`src/rtl/sram_bus_ctrl.sv`:
```
`default_nettype none
// ---------------------------------------------------------------------------
// sram_bus_ctrl : shared-bus slave driving one single-port GF180 SRAM macro
// Rev 1.0
// ---------------------------------------------------------------------------
module sram_bus_ctrl #(
  parameter int          NUM_WORDS    = 512,
  parameter logic [31:0] BASE_ADDR    = 32'h0000_0000,
  parameter int          READ_LATENCY = 1
) (
  input  logic                         clk_i,
  input  logic                         rst_ni,
  input  logic [31:0]                  mem_addr,
  input  logic [31:0]                  mem_wdata,
  input  logic [3:0]                   mem_wmask,
  input  logic                         mem_wstrb,
  input  logic                         mem_rstrb,
  output logic [31:0]                  mem_rdata,
  output logic                         mem_done,
  output logic                         bus_err,
  output logic                         sram_cen_n,
  output logic                         sram_gwen_n,
  output logic [31:0]                  sram_wen_n,
  output logic [$clog2(NUM_WORDS)-1:0] sram_addr,
  output logic [31:0]                  sram_d,
  input  logic [31:0]                  sram_q
);

  localparam int          AW       = $clog2(NUM_WORDS);
  localparam logic [31:0] OFS_MASK = 32'(NUM_WORDS * 4 - 1);

  typedef enum logic [1:0] {
    S_IDLE   = 2'd0,
    S_ACCESS = 2'd1,
    S_WAIT   = 2'd2,
    S_DONE   = 2'd3
  } state_t;

  state_t        state_q, state_d;
  logic [2:0]    cnt_q, cnt_d;
  logic          rd_op_q, rd_op_d;
  logic          done_q, done_d;
  logic          err_q, err_d;
  logic [31:0]   rdata_q, rdata_d;
  logic          cen_n_q, cen_n_d;
  logic          gwen_n_q, gwen_n_d;
  logic [31:0]   wen_n_q, wen_n_d;
  logic [AW-1:0] addr_q, addr_d;
  logic [31:0]   d_q, d_d;
  logic          hit;

  always_comb begin
    hit      = (mem_addr & ~OFS_MASK) == BASE_ADDR;
    state_d  = state_q;
    cnt_d    = cnt_q;
    rd_op_d  = rd_op_q;
    rdata_d  = rdata_q;
    addr_d   = addr_q;
    d_d      = d_q;
    done_d   = 1'b0;
    err_d    = 1'b0;
    cen_n_d  = 1'b1;
    gwen_n_d = 1'b1;
    wen_n_d  = '1;
    case (state_q)
      S_IDLE: begin
        // A write takes priority when both strobes are raised together.
        if (mem_wstrb) begin
          rd_op_d = 1'b0;
          if (hit) begin
            state_d = S_ACCESS;
            if (|mem_wmask) begin
              cen_n_d  = 1'b0;
              gwen_n_d = 1'b0;
              addr_d   = mem_addr[AW+1:2];
              d_d      = mem_wdata;
              for (int i = 0; i < 4; i++) begin
                wen_n_d[8*i +: 8] = {8{~mem_wmask[i]}};
              end
            end
          end else begin
            state_d = S_DONE;
            done_d  = 1'b1;
            err_d   = 1'b1;
          end
        end else if (mem_rstrb) begin
          rd_op_d = 1'b1;
          if (hit) begin
            state_d = S_ACCESS;
            cen_n_d = 1'b0;
            addr_d  = mem_addr[AW+1:2];
          end else begin
            state_d = S_DONE;
            done_d  = 1'b1;
            err_d   = 1'b1;
            rdata_d = '0;
          end
        end
      end
      S_ACCESS: begin
        if (rd_op_q) begin
          state_d = S_WAIT;
          cnt_d   = 3'(READ_LATENCY - 1);
        end else begin
          state_d = S_DONE;
          done_d  = 1'b1;
        end
      end
      S_WAIT: begin
        // Last wait cycle is the one in which the macro output is valid.
        if (cnt_q == 3'd0) begin
          state_d = S_DONE;
          done_d  = 1'b1;
          rdata_d = sram_q;
        end else begin
          cnt_d = cnt_q - 3'd1;
        end
      end
      S_DONE:  state_d = S_IDLE;
      default: state_d = S_IDLE;
    endcase
  end

  always_ff @(posedge clk_i or negedge rst_ni) begin
    if (!rst_ni) begin
      state_q  <= S_IDLE;
      cnt_q    <= 3'd0;
      rd_op_q  <= 1'b0;
      done_q   <= 1'b0;
      err_q    <= 1'b0;
      rdata_q  <= '0;
      cen_n_q  <= 1'b1;
      gwen_n_q <= 1'b1;
      wen_n_q  <= '1;
      addr_q   <= '0;
      d_q      <= '0;
    end else begin
      state_q  <= state_d;
      cnt_q    <= cnt_d;
      rd_op_q  <= rd_op_d;
      done_q   <= done_d;
      err_q    <= err_d;
      rdata_q  <= rdata_d;
      cen_n_q  <= cen_n_d;
      gwen_n_q <= gwen_n_d;
      wen_n_q  <= wen_n_d;
      addr_q   <= addr_d;
      d_q      <= d_d;
    end
  end

  assign mem_rdata   = rdata_q;
  assign mem_done    = done_q;
  assign bus_err     = err_q;
  assign sram_cen_n  = cen_n_q;
  assign sram_gwen_n = gwen_n_q;
  assign sram_wen_n  = wen_n_q;
  assign sram_addr   = addr_q;
  assign sram_d      = d_q;

endmodule
`default_nettype wire
```
`config.mk`:
```
export PLATFORM = sky130hd
export DESIGN_NAME = sram_bus_ctrl
export DESIGN_NICKNAME = d
export VERILOG_FILES = /design/src/rtl/sram_bus_ctrl.sv
export SDC_FILE = /design/constraint.sdc
export NUM_CORES = 1
export LEC_CHECK = 0
export CAP_MARGIN = 20
export CELL_PAD_IN_SITES_DETAIL_PLACEMENT = 0
export CELL_PAD_IN_SITES_GLOBAL_PLACEMENT = 1
export CORE_MARGIN = 5
export CORE_UTILIZATION = 28
export DETAILED_ROUTE_END_ITERATION = 16
export GPL_ROUTABILITY_DRIVEN = 1
export PLACE_DENSITY = 0.85
export SKIP_LAST_GASP = 1
export SLEW_MARGIN = 10
export SYNTH_ARGS = -nofsm -noshare
export SYNTH_HDL_FRONTEND = slang
export SYNTH_SLANG_ARGS = --single-unit
```
`constraint.sdc`:
```
create_clock -name clk_i -period 2.53 [get_ports clk_i]
set_input_delay 0.759 -clock clk_i [delete_from_list [all_inputs] [get_ports clk_i]]
set_output_delay 0.759 -clock clk_i [all_outputs]
set_load 0.02 [all_outputs]
```
### After elaboration in Yosys (flattened, before gate mapping)

Cells that the tools add are included.

| cells by class | value |
|---|---|
| add/subtract/negate cells | 1 |
| equality and inequality tests | 11 |
| muxes and demuxes | 39 |
| bitwise logic cells | 4 |
| reductions and logical operators | 13 |

Operators by type and width:

| kind | count |
|---|---|
| 32-bit two-way mux | 8 |
| 32-bit case mux with 2 select lines | 1 |
| 9-bit two-way mux | 5 |
| 32-bit zero test | 1 |
| 1-bit two-way mux | 16 |
| 2-bit inequality test (second input constant) | 6 |
| 2-bit two-way mux | 4 |
| 2-bit case mux with 4 select lines | 1 |
| 4-bit AND reduction | 2 |
| 3-bit two-way mux | 2 |
| 3-bit case mux with 2 select lines | 1 |
| 2-bit nonzero test | 3 |
| 5-bit AND reduction | 1 |
| 2-bit equality test (second input constant) | 2 |
| 1-bit NOT | 4 |
| 2-bit AND reduction | 2 |
| 4-bit OR reduction | 1 |
| 3-bit zero test | 1 |
| 3-bit inequality test (second input constant) | 1 |
| 1-bit case mux with 3 select lines | 1 |
| 3-bit AND reduction | 1 |
| 3-bit by 1-bit subtractor with 3-bit output (second input constant) | 1 |
| 2-bit by 1-bit equality test with 1-bit output (second input constant) | 1 |
| 2-bit zero test | 1 |
| 2-bit by 1-bit inequality test with 1-bit output (second input constant) | 1 |

| word-level totals | value |
|---|---|
| bits in registers | 115 |
| input port bits | 104 |
| output and inout bits | 109 |
| word-level logic and storage cells | 79 |

### Depth between registers and ports, before layout

Gate-level depths: netlist of run 1.

| logic depth | value |
|---|---|
| depth in word-level cells | 5 |
| gate-level depth with buffers | 9 |
| depth with buffers taken out | 8 |

### Worst setup path before layout of run 1

No wires, ideal clock.

| timing path | value |
|---|---|
| path type | input to register |
| start point | input mem_addr[18] |
| end point | register d_q[0], in the netlist sram_d[0] |
| library setup time | 0.127 ns |
| arrival | 2.204 ns |
| data required time | 2.403 ns |
| path slack | 0.199 ns |
| cell stages on the path | 5 |
| path through | nor4_1 -> nand4_1 -> nor4_4 -> buf_6 -> mux2_1 |

| between the ends | value |
|---|---|
| longest elaborated chain between the ends | 2 |

RTL lines:

| item | RTL line | RTL |
|---|---|---|
| start, declared | 13 | `input logic [31:0] mem_addr,` |
| 32-bit zero test | 53 | `hit = (mem_addr & ~OFS_MASK) == BASE_ADDR;` |
| 4-bit AND reduction (no line) | - |  |
| end signal, assigned | 136 | `d_q <= '0;` |
| end signal, assigned | 148 | `d_q <= d_d;` |
| end, declared | 49 | `logic [31:0] d_q, d_d;` |

No other way between the ends.
A chain may end at the register's enable or synchronous reset.

### Worst setup path in the final report of run 1

| timing path | value |
|---|---|
| start point | input mem_addr[21] |
| end point | register d_q[27], in the netlist sram_d[27] |

The elaborated chain is that of the path after synthesis.

==> impl_metrics.tcl, run 1 <==
set metrics [dict create \
    synth_nets 374 \
    path_class "in -> reg" \
    reg2reg_depth 7 \
    slew_headroom_pct 70.6 \
    clockBufferDepth 2 \
    layout.cells.non_filler 639 \
    gp_congestion 0.801 \
    first_pass_iters 4 \
    dp_hpwl_um 7650 \
    cp.arrival_ns 2.73 \
    r2r_slack_ns 0.27 \
    ys.warnings.count 0 \
    overflow 0 \
    cts.sinks 87 \
    power_density_nw_per_um2 836 \
    port_buffers 210 \
    die_w_um 123 \
    start_kind "input pin" \
    drc 0 \
    maxCapViolCount 0 \
    hp-class "in -> async" \
    clk_pin_slew_ns 0.06 \
    vias_per_cell 4.45 \
    cts_buffers 9 \
    fin_crit_sh_pct 99.6 \
    p_leak_nw 2.72 \
    syn_area_um2 3590 \
    grt.total_usage_pct 13.1 \
    fp.coreArea_um2 12600 \
    fillers 1138 \
    avgSynthCellArea_um2 13.6 \
    ff_latch_area_um2 2180 \
    status "complete, no violations" \
    root_buffer "clkbuf_16" \
    gr-max-usage-layer "met2" \
    fin_nets 572 \
    worstMarginPinSlew_ns 0.442 \
    row_count 41 \
    htreeDepth 3 \
    design.die.area_um2 15200 \
    drive_above_1_share_pct 11.6 \
    grt_pass1_vias 2913 \
    synthesis.instances 264 \
    crit_path_end_kind "register" \
    hold_buffers 0 \
    timing.rr.end "sram_d[27]" \
    worst_ep_required_time_ns 2.74 \
    met1_usage_pct 15.7 \
    ys_seq_area_share_pct 60.8 \
    ios 213 \
    slew_viol_final 0 \
    multiInputGateArea_um2 1140 \
    finalWorstSetupSlack_ns 0.0101 \
    cp_max_fo 16 \
    tritoncts "done" \
    peakVddDrop_uv 520 \
    setup_viol 0 \
    drt-initial-drc-count 122 \
    place_ws_ns -0.388 \
    clock_latency_ns 0.33 \
    finalHoldViolations 0 \
    grt_pass1_wl_um 15200 \
    syn2layout_area_growth_pct 71.1 \
    dp.cells 620 \
    gr-usage-met2_pct 20.8 \
    die_h_um 123 \
    design_power_total_mw 5.14 \
    n_antenna_cell 0 \
    wl_um 10200 \
    wl_per_cell_um 15.9 \
    globalRouteMet3Util_pct 5.49 \
    start_util_pct 28.5 \
    yosysUniqueCellTypes 29 \
    rsz0062_at_grt "yes" \
    fin_worst_skew_ns 0.00555 \
    grt_max_degree 56 \
    fmax_mhz 397 \
    antenna_found_initial 0 \
    vias 2844 \
    ys_ff_latch 87 \
    regToRegStartpoint "state_q[1]" \
    ant_nets 0 \
    fin_crit_ns 2.52 \
]
[registers in the layout, summed over array words and instances, names as in the netlist]
register / count
state_q: 2
sram_cen_n: 1
mem_done: 1
mem_rdata: 32
sram_gwen_n: 1
sram_d: 32
bus_err: 1
cnt_q: 3
rd_op_q: 1
sram_wen_n: 4
sram_addr: 9
[Yosys cell counts]
| cell type | n | area (µm²) |
|---|---|---|
| a21oi_1 | 6 | 30.0 |
| mux2_2 | 11 | 124 |
| o21ai_0 | 7 | 35.0 |
| buf_2 | 3 | 15.0 |
| o31ai_1 | 1 | 7.51 |
| nor3_1 | 2 | 10.0 |
| o21a_1 | 1 | 7.51 |
| ha_1 | 6 | 75.1 |
| nand4_1 | 1 | 6.26 |
| nor2b_1 | 3 | 18.8 |
| nand2_2 | 1 | 6.26 |
| nand2b_1 | 3 | 18.8 |
| o22ai_1 | 1 | 6.26 |
| nor2_2 | 1 | 6.26 |
| nor2_1 | 6 | 22.5 |
| mux2_1 | 30 | 338 |
| nand2_1 | 13 | 48.8 |
| o21bai_1 | 1 | 7.51 |
| dfrtp_1 | 81 | 2030 |
| dfstp_2 | 6 | 158 |
| clkbuf_1 | 4 | 15.0 |
| buf_4 | 28 | 210 |
| o22a_1 | 1 | 8.76 |
| inv_1 | 5 | 18.8 |
| nand3_1 | 1 | 5.00 |
| buf_6 | 3 | 33.8 |
| nor4_4 | 1 | 21.3 |
| a22o_1 | 32 | 280 |
| nor4_1 | 5 | 31.3 |
[stage by stage]
step / area, µm² / hold WS (ns) / TNS (ns) / util, %
after floorplan: 3590 / 0.450 / 0 / -
after global placement: 5780 / 0.462 / -19.11 / 45.8
after detailed placement: 5780 / 0.473 / -19.84 / 45.8
after CTS: 6130 / 0.366 / 0 / 48.6
after global routing: 6150 / 0.389 / -1.55 / 48.7
final: 6150 / 0.369 / 0 / 48.7
[cell families after synthesis]
family,synth area share [%]
AOI/OAI and AO/OA,10.7
buffers and inverters,8.15
muxes,12.9
adders and majority gates,2.09
and+or+nand+nor,5.43
DFF,60.8
[where the power goes]
group / leakage [nW] / switching (mW) / internal (mW) / total [mW]
clock network: 0.143 / 0.517 / 0.796 / 1.31
logic: 1.43 / 0.951 / 1.02 / 1.97
registers: 1.14 / 0.165 / 1.69 / 1.85
[layout make-up]
class / instances / share of cell area [%]
clock buffer: 12 / 4.01
clock inverter: 4 / 0.896
inverter: 5 / 0.305
multi-input combinational: 134 / 18.5
sequential: 87 / 35.5
tap: 172 / 3.50
timing repair buffer: 225 / 37.2
[worst max-delay path, stage by stage]
cell	delay (ns)
clkdlybuf4s50_1	0.43
nor4_2	0.29
nand4_1	0.16
buf_4	0.19
nor4_4	0.13
buf_4	0.16
bufbuf_16	0.29
mux2_1	0.33
[worst max path at each step]
stage	end	slack, ns	startpoint
2_1_floorplan	sram_d[0]	0.20	mem_addr[18]
3_3_place_gp	sram_d[18]	-0.37	mem_addr[18]
3_5_place_dp	sram_d[19]	-0.39	mem_addr[24]
4_1_cts	sram_d[27]	0.006	mem_addr[18]
5_1_grt	sram_d[20]	-0.07	mem_addr[21]
6_report	sram_d[27]	0.01	mem_addr[21]
[cell usage in the layout (no fill, tap or decap), drive strengths merged]
cell type / count
nor2b: 3
clkinvlp: 1
clkdlybuf4s50: 209
o21bai: 1
nor3: 2
inv: 5
clkbuf: 12
o22a: 1
nand2b: 3
a22o: 32
o31ai: 1
bufbuf: 1
nand2: 14
o21ai: 7
o21a: 1
nor4: 6
bufinv: 1
o22ai: 1
mux2: 41
buf: 15
ha: 6
clkinv: 2
nand3: 1
nand4: 1
dfstp: 6
a21oi: 6
nor2: 7
dfrtp: 81
[per-layer routing]
metal	vias to the layer above	share of wire [%]
met3	14	13
met1	1355	40
met2	161	46
met5	-	0
met4	0	1.7
li1	1314	-
[timing repair]
item / 4_1_cts / 5_1_grt
resized for setup: 1 / 2
pin swaps: 1 / 3
cloned: 1 / 0
setup endpoints to repair: 29 / 16
setup buffers: 1 / 1
No activity file was read; power rests on OpenSTA's default activity.
==> run 2: changes to the inputs <==
Settings changed: MAX_ROUTING_LAYER from default to met4.
==> run 2 against run 1 <==
  * Core utilization did not move
  * Combinational power barely moved
  * Hold slack got worse by 0.0055 ns
  * Largest power group unchanged
  * Die area stayed put
  * Count of clock-buffer cells in the layout did not move
  * Critical endpoint unchanged
  * Sequential share of layout area did not move
  * First-iteration DRC count grew 16%
  * Critical path depth stayed put
  * Global-route usage rose by 0.39 points
  * Sequential power barely moved
  * Design area unchanged
==> impl_metrics.tcl, run 2 (synthesis gave the netlist of run 1 again) <==
set metrics [dict create \
    status "complete, no violations" \
    p_int_mw 3.51 \
    fmax_mhz 397 \
    swShare_pct 31.8 \
    timing.rr.end "sram_d[27]" \
    ios 213 \
    vias_per_cell 4.45 \
    first_pass_iters 4 \
    ff_latch_area_um2 2180 \
    maxCapViolCount 0 \
    crit_path_max_incr_delay_ns 0.43 \
    gp_congestion 0.813 \
    start_kind "input pin" \
    ant_nets 0 \
    slew_viol_final 0 \
    clk_pin_slew_ns 0.06 \
    start_util_pct 28.5 \
    overflow 0 \
    place_ws_ns -0.388 \
    power_density_nw_per_um2 836 \
    pwr-share-comb_pct 38.4 \
    path_class "in -> reg" \
    fp.coreArea_um2 12600 \
    grt_max_degree 56 \
    finalWorstSetupSlack_ns 0.0139 \
    wl_per_cell_um 15.9 \
    crit_buf_inv 4 \
    p_sw_mw 1.63 \
    crit_chain "clkdlybuf4s50_1 > nor4_2 > nand4_1 > buf_4 > nor4_4 > buf_4 > bufbuf_16 > mux2_1" \
    multiInputGateArea_um2 1140 \
    fin_tns_setup_ns 0 \
    hold_buffers 0 \
    fillers 1138 \
    htreeDepth 3 \
    fin_nets 572 \
    crit_path_end_kind "register" \
    slowest_stage "clkdlybuf4s50_1" \
    cts.sinks 87 \
    cp_max_fo 16 \
    wl_um 10100 \
    dp_hpwl_um 7650 \
    grt_pass1_wl_um 15200 \
    final_common_cell "clkdlybuf4s50_1" \
    clkPwrFrac_pct 25.6 \
    r2r_slack_ns 0.28 \
    fin_worst_skew_ns 0.00567 \
    crit_family "buffers and inverters" \
    worst_ep_required_time_ns 2.74 \
    worstMarginPinSlew_ns 0.437 \
    cts_buffers 9 \
    die_h_um 123 \
    drc 0 \
    fin_crit_ns 2.52 \
    rsz0062_at_grt "yes" \
    grt_pass1_vias 2923 \
    finalHoldViolations 0 \
    die_w_um 123 \
    path_common_cell "buf_4" \
    seq_power_share_pct 36.1 \
    drt-initial-drc-count 142 \
    vias 2846 \
    drive_above_1_share_pct 11.6 \
    p_leak_nw 2.72 \
    design.die.area_um2 15200 \
    clockBufferDepth 2 \
    reg2reg_depth 7 \
    fin_crit_sh_pct 99.5 \
    syn2layout_area_growth_pct 71.1 \
    grt.total_usage_pct 13.5 \
    mostFrequentLayoutCells "clkdlybuf4s50_1, dfrtp_1, a22o_1" \
    clock_latency_ns 0.33 \
    n_antenna_cell 0 \
    peakVddDrop_uv 524 \
    antenna_found_initial 0 \
    root_buffer "clkbuf_16" \
    row_count 41 \
    setup_viol 0 \
    port_buffers 210 \
    slew_headroom_pct 70.9 \
    tritoncts "done" \
    cp.arrival_ns 2.73 \
    regToRegStartpoint "state_q[1]" \
    hp-class "in -> async" \
]
run 2: cell counts in the layout (fill, tap and decap cells not counted):
No cell type changed its count.
run 2: stage by stage:
stage	instance area, µm²	utilization [%]	total power [mW]	std cells	hold slack, ns
2_1_floorplan	3590	-	2.92	264	0.450
3_3_place_gp	5780	45.8	3.82	620	0.462
3_5_place_dp	5780	45.8	3.87	620	0.473
4_1_cts	6130	48.6	5.23	638	0.366
5_1_grt	6150	48.7	5.49	639	0.390
6_report	6150	48.7	5.14	639	0.364
run 2: how the worst max path moves through the flow:
stage / from / to / slack (ns) / cells after the start
6_report: mem_addr[21] / sram_d[27] / 0.01 / 8
5_1_grt: mem_addr[21] / sram_d[20] / -0.07 / 8
4_1_cts: mem_addr[18] / sram_d[27] / 0.006 / 8
3_5_place_dp: mem_addr[24] / sram_d[19] / -0.39 / 7
3_3_place_gp: mem_addr[18] / sram_d[18] / -0.37 / 7
2_1_floorplan: mem_addr[18] / sram_d[0] / 0.20 / 5
run 2: routing by layer:
layer	routed length (µm)	up-vias	track usage, %
met1	4120	1353	16.2
met2	4660	163	20.7
met5	0	-	-
met4	164	0	5.40
li1	-	1315	-
met3	1200	15	4.76
run 2: power groups by stage:
stage	clock (mW)	combinational, mW	sequential (mW)
after floorplan	0	0.775	2.14
after global placement	0	1.96	1.87
after detailed placement	0	2.01	1.86
after CTS	1.37	2.01	1.86
after global routing	1.43	2.17	1.89
final	1.31	1.97	1.85
run 2: final cells by class:
type / count / area share [%]
clock buffer: 12 / 4.01
clock inverter: 4 / 0.896
inverter: 5 / 0.305
multi-input combinational: 134 / 18.5
sequential: 87 / 35.5
tap: 172 / 3.50
timing repair buffer: 225 / 37.2
run 2: what timing repair did:
action                                  4_1_cts  5_1_grt
pin swaps                                     1        3
gates resized for setup                       1        2
hold endpoints to repair                      0        0
gates cloned                                  1        0
setup buffers                                 1        1
endpoints found under the setup margin       29       16
